### src/rtl/servo_pos_ctrl.sv
// -----------------------------------------------------------------------------
// servo_pos_ctrl
//
// Front end of the servo PWM generator. The raw open/close request from the
// pad is synchronised into the clk domain and debounced. The debounced level
// selects a target position word, and the output position slews toward that
// target by at most STEP per servo frame, so the servo never jumps.
//
// Ports
//   clk        in   1   system clock
//   rst        in   1   asynchronous reset, active high
//   open_in    in   1   raw pad level, 1 = open, 0 = close (asynchronous to clk)
//   pos        out  18  pulse-width position word for the PWM divider
//   req        out  1   debounced request level
//   frame_tick out  1   one-cycle pulse on the last cycle of every frame
//   moving     out  1   pos differs from the current target
//   at_target  out  1   pos equals the current target (inverse of moving)
// -----------------------------------------------------------------------------
module servo_pos_ctrl #(
    parameter int          DEBOUNCE_CYCLES = 120000,
    parameter int          FRAME_CYCLES    = 240000,
    parameter logic [17:0] POS_CLOSE       = 18'd12000,
    parameter logic [17:0] POS_OPEN        = 18'd24000,
    parameter logic [17:0] STEP            = 18'd600
) (
    input  logic        clk,
    input  logic        rst,
    input  logic        open_in,
    output logic [17:0] pos,
    output logic        req,
    output logic        frame_tick,
    output logic        moving,
    output logic        at_target
);

    localparam int                  DCNT_W    = $clog2(DEBOUNCE_CYCLES + 1);
    localparam logic [DCNT_W-1:0]   DCNT_LAST = DCNT_W'(DEBOUNCE_CYCLES - 1);
    localparam logic [DCNT_W-1:0]   DCNT_ONE  = DCNT_W'(1);
    localparam logic [17:0]         FCNT_LAST = 18'(FRAME_CYCLES - 1);

    // One slew step from cur toward tgt, clamped so the result never passes
    // tgt. The distance to the target is compared against STEP instead of
    // forming cur-STEP first, so nothing can wrap below zero; the 19-bit
    // add keeps cur+STEP from wrapping at 2^18.
    function automatic logic [17:0] slew_step(input logic [17:0] cur,
                                              input logic [17:0] tgt);
        logic [18:0] cur_w;
        logic [18:0] tgt_w;
        logic [18:0] step_w;
        logic [18:0] sum_w;
        logic [18:0] dif_w;
        logic [17:0] res;
        cur_w  = {1'b0, cur};
        tgt_w  = {1'b0, tgt};
        step_w = {1'b0, STEP};
        res    = cur;
        if (cur_w < tgt_w) begin
            dif_w = tgt_w - cur_w;
            sum_w = cur_w + step_w;
            res   = (dif_w <= step_w) ? tgt : sum_w[17:0];
        end else if (cur_w > tgt_w) begin
            dif_w = cur_w - tgt_w;
            sum_w = cur_w - step_w;
            res   = (dif_w <= step_w) ? tgt : sum_w[17:0];
        end
        return res;
    endfunction

    logic              sync1_q, sync1_d;
    logic              sync2_q, sync2_d;
    logic [DCNT_W-1:0] dcnt_q,  dcnt_d;
    logic              req_q,   req_d;
    logic [17:0]       fcnt_q,  fcnt_d;
    logic              frame_tick_q, frame_tick_d;
    logic [17:0]       pos_q,   pos_d;

    logic [17:0]       tgt;
    logic              tick;

    // Target follows the debounced register directly, so a req change and a
    // tick in the same cycle still step toward the old target.
    assign tgt  = req_q ? POS_OPEN : POS_CLOSE;
    assign tick = (fcnt_q == FCNT_LAST);

    always_comb begin
        // Synchroniser stage
        sync1_d = open_in;
        sync2_d = sync1_q;

        // Debounce stage
        dcnt_d = dcnt_q;
        req_d  = req_q;
        if (sync2_q == req_q) begin
            dcnt_d = '0;
        end else if (dcnt_q == DCNT_LAST) begin
            req_d  = sync2_q;
            dcnt_d = '0;
        end else begin
            dcnt_d = dcnt_q + DCNT_ONE;
        end

        // Frame pacing stage; frame_tick is registered from the next count
        // so it is high during the cycle the counter sits on its last value.
        fcnt_d       = tick ? 18'd0 : (fcnt_q + 18'd1);
        frame_tick_d = (fcnt_d == FCNT_LAST);

        // Slew stage
        pos_d = tick ? slew_step(pos_q, tgt) : pos_q;
    end

    always_ff @(posedge clk or posedge rst) begin
        if (rst) begin
            sync1_q      <= 1'b0;
            sync2_q      <= 1'b0;
            dcnt_q       <= '0;
            req_q        <= 1'b0;
            fcnt_q       <= 18'd0;
            frame_tick_q <= 1'b0;
            pos_q        <= POS_CLOSE;
        end else begin
            sync1_q      <= sync1_d;
            sync2_q      <= sync2_d;
            dcnt_q       <= dcnt_d;
            req_q        <= req_d;
            fcnt_q       <= fcnt_d;
            frame_tick_q <= frame_tick_d;
            pos_q        <= pos_d;
        end
    end

    assign pos        = pos_q;
    assign req        = req_q;
    assign frame_tick = frame_tick_q;
    assign moving     = (pos_q != tgt);
    assign at_target  = (pos_q == tgt);

endmodule

### config.mk
export PLATFORM = sky130hd
export DESIGN_NAME = servo_pos_ctrl
export DESIGN_NICKNAME = d
export VERILOG_FILES = /design/src/rtl/servo_pos_ctrl.sv
export SDC_FILE = /design/constraint.sdc
export NUM_CORES = 1
export LEC_CHECK = 0
export ABC_AREA = 1
export CORE_AREA = 4 4 95 97
export CTS_CLUSTER_SIZE = 10
export DETAILED_ROUTE_END_ITERATION = 12
export DIE_AREA = 0 0 99 101
export PLACE_DENSITY = 0.8
export SKIP_LAST_GASP = 1
export SLEW_MARGIN = 15
export SYNTH_ARGS = -nofsm -noshare
export SYNTH_HDL_FRONTEND = slang
export SYNTH_SLANG_ARGS = --single-unit
### constraint.sdc
create_clock -name clk -period 5.85 [get_ports clk]
set_input_delay 1.17 -clock clk [delete_from_list [all_inputs] [get_ports clk]]
set_output_delay 1.17 -clock clk [all_outputs]
set_load 0.03 [all_outputs]
======== Word-level counts from Yosys, hierarchy flattened ========
Index checks and enable logic that the tools add are counted.
storage, ports and cells
  input bits .............................. 3
  flip-flop bits (word level) ............. 57
  logic and storage cells ................. 35
cells by class
  reductions and logical operators ........ 3
  equality and inequality tests ........... 6
  add/subtract/negate cells ............... 6
  $lt $le $gt $ge ......................... 4
  bitwise logic cells ..................... 1
  mux-type cells .......................... 8
operator list
  operator                                                                             number
  18-bit two-way mux                                                                   5
  19-bit by 10-bit less-or-equal comparator with 1-bit output (second input constant)  2
  18-bit equality test (second input constant)                                         2
  17-bit two-way mux                                                                   2
  15-bit by 18-bit subtractor with 19-bit output                                       1
  18-bit by 15-bit subtractor with 19-bit output                                       1
  18-bit by 1-bit adder with 18-bit output (second input constant)                     1
  18-bit by 10-bit adder with 18-bit output (second input constant)                    1
  18-bit by 15-bit equality test with 1-bit output                                     1
  18-bit by 15-bit > comparator with 1-bit output                                      1
  18-bit by 15-bit < comparator with 1-bit output                                      1
  18-bit by 15-bit != test with 1-bit output                                           1
  18-bit by 10-bit subtractor with 18-bit output (second input constant)               1
  17-bit by 1-bit adder with 17-bit output (second input constant)                     1
  17-bit equality test (second input constant)                                         1
  15-bit two-way mux                                                                   1
  2-bit AND reduction                                                                  2
  2-bit nonzero test                                                                   1
  1-bit equality test                                                                  1
  1-bit inverter                                                                       1

======== Longest topological paths before layout ========
  depth in word-level cells ............... 6
  depth in mapped cells ................... 23

======== Worst setup path before layout ========
No wires, ideal clock.
  path type ............................... register to output
  start point ............................. register pos_q[12], in the netlist pos[12]
  end point ............................... output at_target
  setup slack ............................. 2336 ps
  arrival ................................. 2344 ps
  path buffers ............................ 1
  cell stages (with the launch flop) ...... 10
  required time ........................... 4680 ps
  path through ............................ dfrtp_1 -> clkbuf_1 -> inv_1 -> ha_1 -> nand2_2 -> nor2_2 -> inv_1 -> nor2_1 -> nand3_1 -> inv_1
on the way
  word-level cells in the longest chain between the ends .. 1
RTL lines
  what                                              RTL line  text
  start, declared                                   75        logic [17:0] pos_q, pos_d;
  start signal, assigned                            127       pos_q <= pos_d;
  18-bit by 15-bit equality test with 1-bit output  135       assign at_target = (pos_q == tgt);
  end, declared                                     33        output logic at_target
Every way passes these cells.

======== Final worst setup path ========
  start point ............................. register req_q, in the netlist req
  end point ............................... output at_target
on the way
  word-level cells in the longest chain between the ends .. 2
RTL lines
  what                                              RTL line  text
  start, declared                                   72        logic req_q, req_d;
  start signal, assigned                            124       req_q <= req_d;
  15-bit two-way mux                                82        assign tgt = req_q ? POS_OPEN : POS_CLOSE;
  18-bit by 15-bit equality test with 1-bit output  135
Every way passes these cells.

==> reports/metrics.csv <==
metric;value;unit
status;finished, final reports clean;
Worst EP arrival;3.15;ns
Die W;99;um
vias per cell;5.49;
total setup buffers inserted after CTS;0;
Iter 0 DRT Violations;359;
ranking of synthesized cells by area;dfrtp_1 (25%), nand2_1 (19%), nand3_1 (8.4%);
worst vdd ir;243;uV
Ports;25;
register bit total from synthesis;54;
worst skew pair latency;0.30;ns
Remaining DRCs;0;
Final setup viols;0;
Slew HR;0.391;
HP Class;flop to flop;
Post-synth ARST share;1.00;
initial core utilization;0.588;
Synth area leader;dfrtp_1;
number of antenna violations at the first check in global routing;0;
RSZ-0062 raised after global routing;false;
ys flop type;dfrtp_1;
area occupied by multi-input gates;2880;um^2
fin crit share;0.738;
MaxCap Viol Count;0;
CTS buffer count;5;
CTS tree;done;
top-count cell post-synth;nand2_1;
FF-to-FF Start;req$_DFFE_PP0P_;
CP startpoint kind;flop;
total number of vias;4741;
r2r setup slk;2.32;ns
post-synthesis mux area share;0.00235;
Cell variety after synth;45;
core area;8130;um^2
Setup Skew;0.0136;ns
Rows;33;
worst-margin pin slew;0.912;ns
Hold Path Cell Cnt;0;
Die Ht;101;um
Worst R2R End;pos[15]$_DFFE_PP0P_;
Clock Tree Buf Depth;2;
# port buffers;21;
drt pass-1 iters;6;
reg2reg path depth;14;
global-route wire length before repair;20900;um
number of fill cells;759;
dpl ws;1.90;ns
final worst slack;1.53;ns
Compound-Gate Fraction of Synth Area;0.0672;
wire per inst;14.2;um
WL final;12300;um
Mean Syn Cell Area;6.43;um^2
Hold Slack;0.358;ns
total power;0.000652;W
Simple-Gate Fraction of Synth Area;0.432;
crit path launch;req$_DFFE_PP0P_;
Setup crit end kind;output pin;
cells after synthesis;744;
fraction of layout cells with a size suffix above 1;0.0858;
Sequential Area;1360;um^2
post-synthesis sequential area ratio;0.284;
Hold EP;sync2_q$_DFF_PP0_;
leak pwr;2.71;nW
hold violation count in the final report;0;
DRT antenna net count;0;
Die Area;10000;um^2
routability-driven placement congestion ratio;1.03;
setup_tns;0;ns
Area growth syn-to-layout;7.48;%
xor/xnor share of the synthesized area;0.0513;
largest net degree at the start of global routing;55;
root buffer cell;clkbuf_8;
vias in the first global route;4589;
Layout Nets;778;
Synth Warn #;0;
Synth top area share;0.246;
HPWL after detailed placement;9690;um
# hold bufs at CTS;0;
Slew Viols, Final;0;
commonest cells in the netlist;nand2_1 (240), inv_1 (97), nand3_1 (80);
post-synthesis adder-cell area fraction;0.0471;
CP Max Fanout;11;
gr ovfl total;0;
Netlist Area Pre-Place;4780;um^2
Pwr Density;127;nW/um^2
Max Freq;232;MHz
Required @ worst endpoint;4.68;ns
clock tree sinks;54;
Tmin final;4.32;ns
Post-synth EDFFs;0;
Clk pin slew, worst setup/hold paths;0.09;ns
H-tree depth;2;
Hold Crit Start;sync1_q$_DFF_PP0_;
Antenna diodes;0;
largest family of logic cells by synthesized area;simple AND/OR/NAND/NOR gates;
PostCTS Resize Cnt;0;
worst setup path class;flop to output pin;
GRT Total Usage;0.254;
[routing by layer]
| layer | vias up | wire, um | part of all wire | global-route usage |
|---|---|---|---|---|
| li1 | 2375 | - | - | - |
| met1 | 2149 | 5090 | 0.42 | 0.309 |
| met2 | 178 | 5990 | 0.49 | 0.444 |
| met3 | 39 | 653 | 0.053 | 0.0304 |
| met4 | 0 | 527 | 0.043 | 0.125 |
| met5 | - | 0 | 0 | 0 |
[state kept, by name (all words and copies together) (netlist names)]
signal      cells
pos            15
dcnt_q         17
frame_tick      1
fcnt_q         18
sync1_q         1
req             1
sync2_q         1
[kinds of logic after synthesis]
logic type,after synthesis
other,1
multiplexers,1
AO/OA/AOI/OAI,53
flip-flops,54
AND/OR/NAND/NOR,456
adder cells (fa/ha/maj),18
buffers and inverters,133
XOR/XNOR,28
[how the worst max path moves through the flow]
stage | endpoint | slack (ns) | depth (start not counted)
2_1_floorplan | at_target | 2.34 | 9
3_3_place_gp | at_target | 1.98 | 9
3_5_place_dp | at_target | 1.90 | 9
4_1_cts | at_target | 1.55 | 9
5_1_grt | at_target | 1.28 | 9
6_report | at_target | 1.53 | 9
[per-stage QoR]
stage	instances	util	area, um^2
2_1_floorplan	746	-	4790
3_3_place_gp	855	0.617	5020
3_5_place_dp	855	0.617	5020
4_1_cts	863	0.632	5140
5_1_grt	863	0.632	5140
6_report	863	0.632	5140
[power breakdown]
group / switching, W / leakage, nW / internal (W)
sequential: 0.00000173 / 0.707 / 0.000376
combinational: 0.0000136 / 1.94 / 0.00000408
clock: 0.000118 / 0.0585 / 0.000140
[critical path, cell delays in order, from the launching register on]
cell and delay (ns):
dfrtp_1 0.59, inv_1 0.27, ha_1 0.48, nand2_1 0.14
nor2_2 0.19, inv_1 0.06, nor2_1 0.08, nand3_1 0.17
inv_1 0.18, clkdlybuf4s50_1 0.71
[placed cells by master (no fill, tap or decap), types with 12 or more instances in the layout]
| cell | synthesis | routed |
|---|---|---|
| a21oi_1 | 20 | 20 |
| clkdlybuf4s50_1 | 0 | 21 |
| dfrtp_1 | 47 | 47 |
| ha_1 | 18 | 18 |
| inv_1 | 97 | 96 |
| inv_2 | 16 | 16 |
| nand2_1 | 240 | 240 |
| nand3_1 | 80 | 80 |
| nand4_1 | 22 | 22 |
| nor2_1 | 59 | 59 |
| nor3_1 | 13 | 13 |
| o21ai_0 | 12 | 12 |
| xor2_1 | 24 | 24 |
[cell type report]
type | count | area share
multi-input combinational | 559 | 0.561
sequential | 54 | 0.265
inverter | 115 | 0.0842
timing repair buffer | 22 | 0.0424
tap | 105 | 0.0256
clock buffer | 7 | 0.0168
clock inverter | 1 | 0.00584
(Power assumes the default switching activity.)
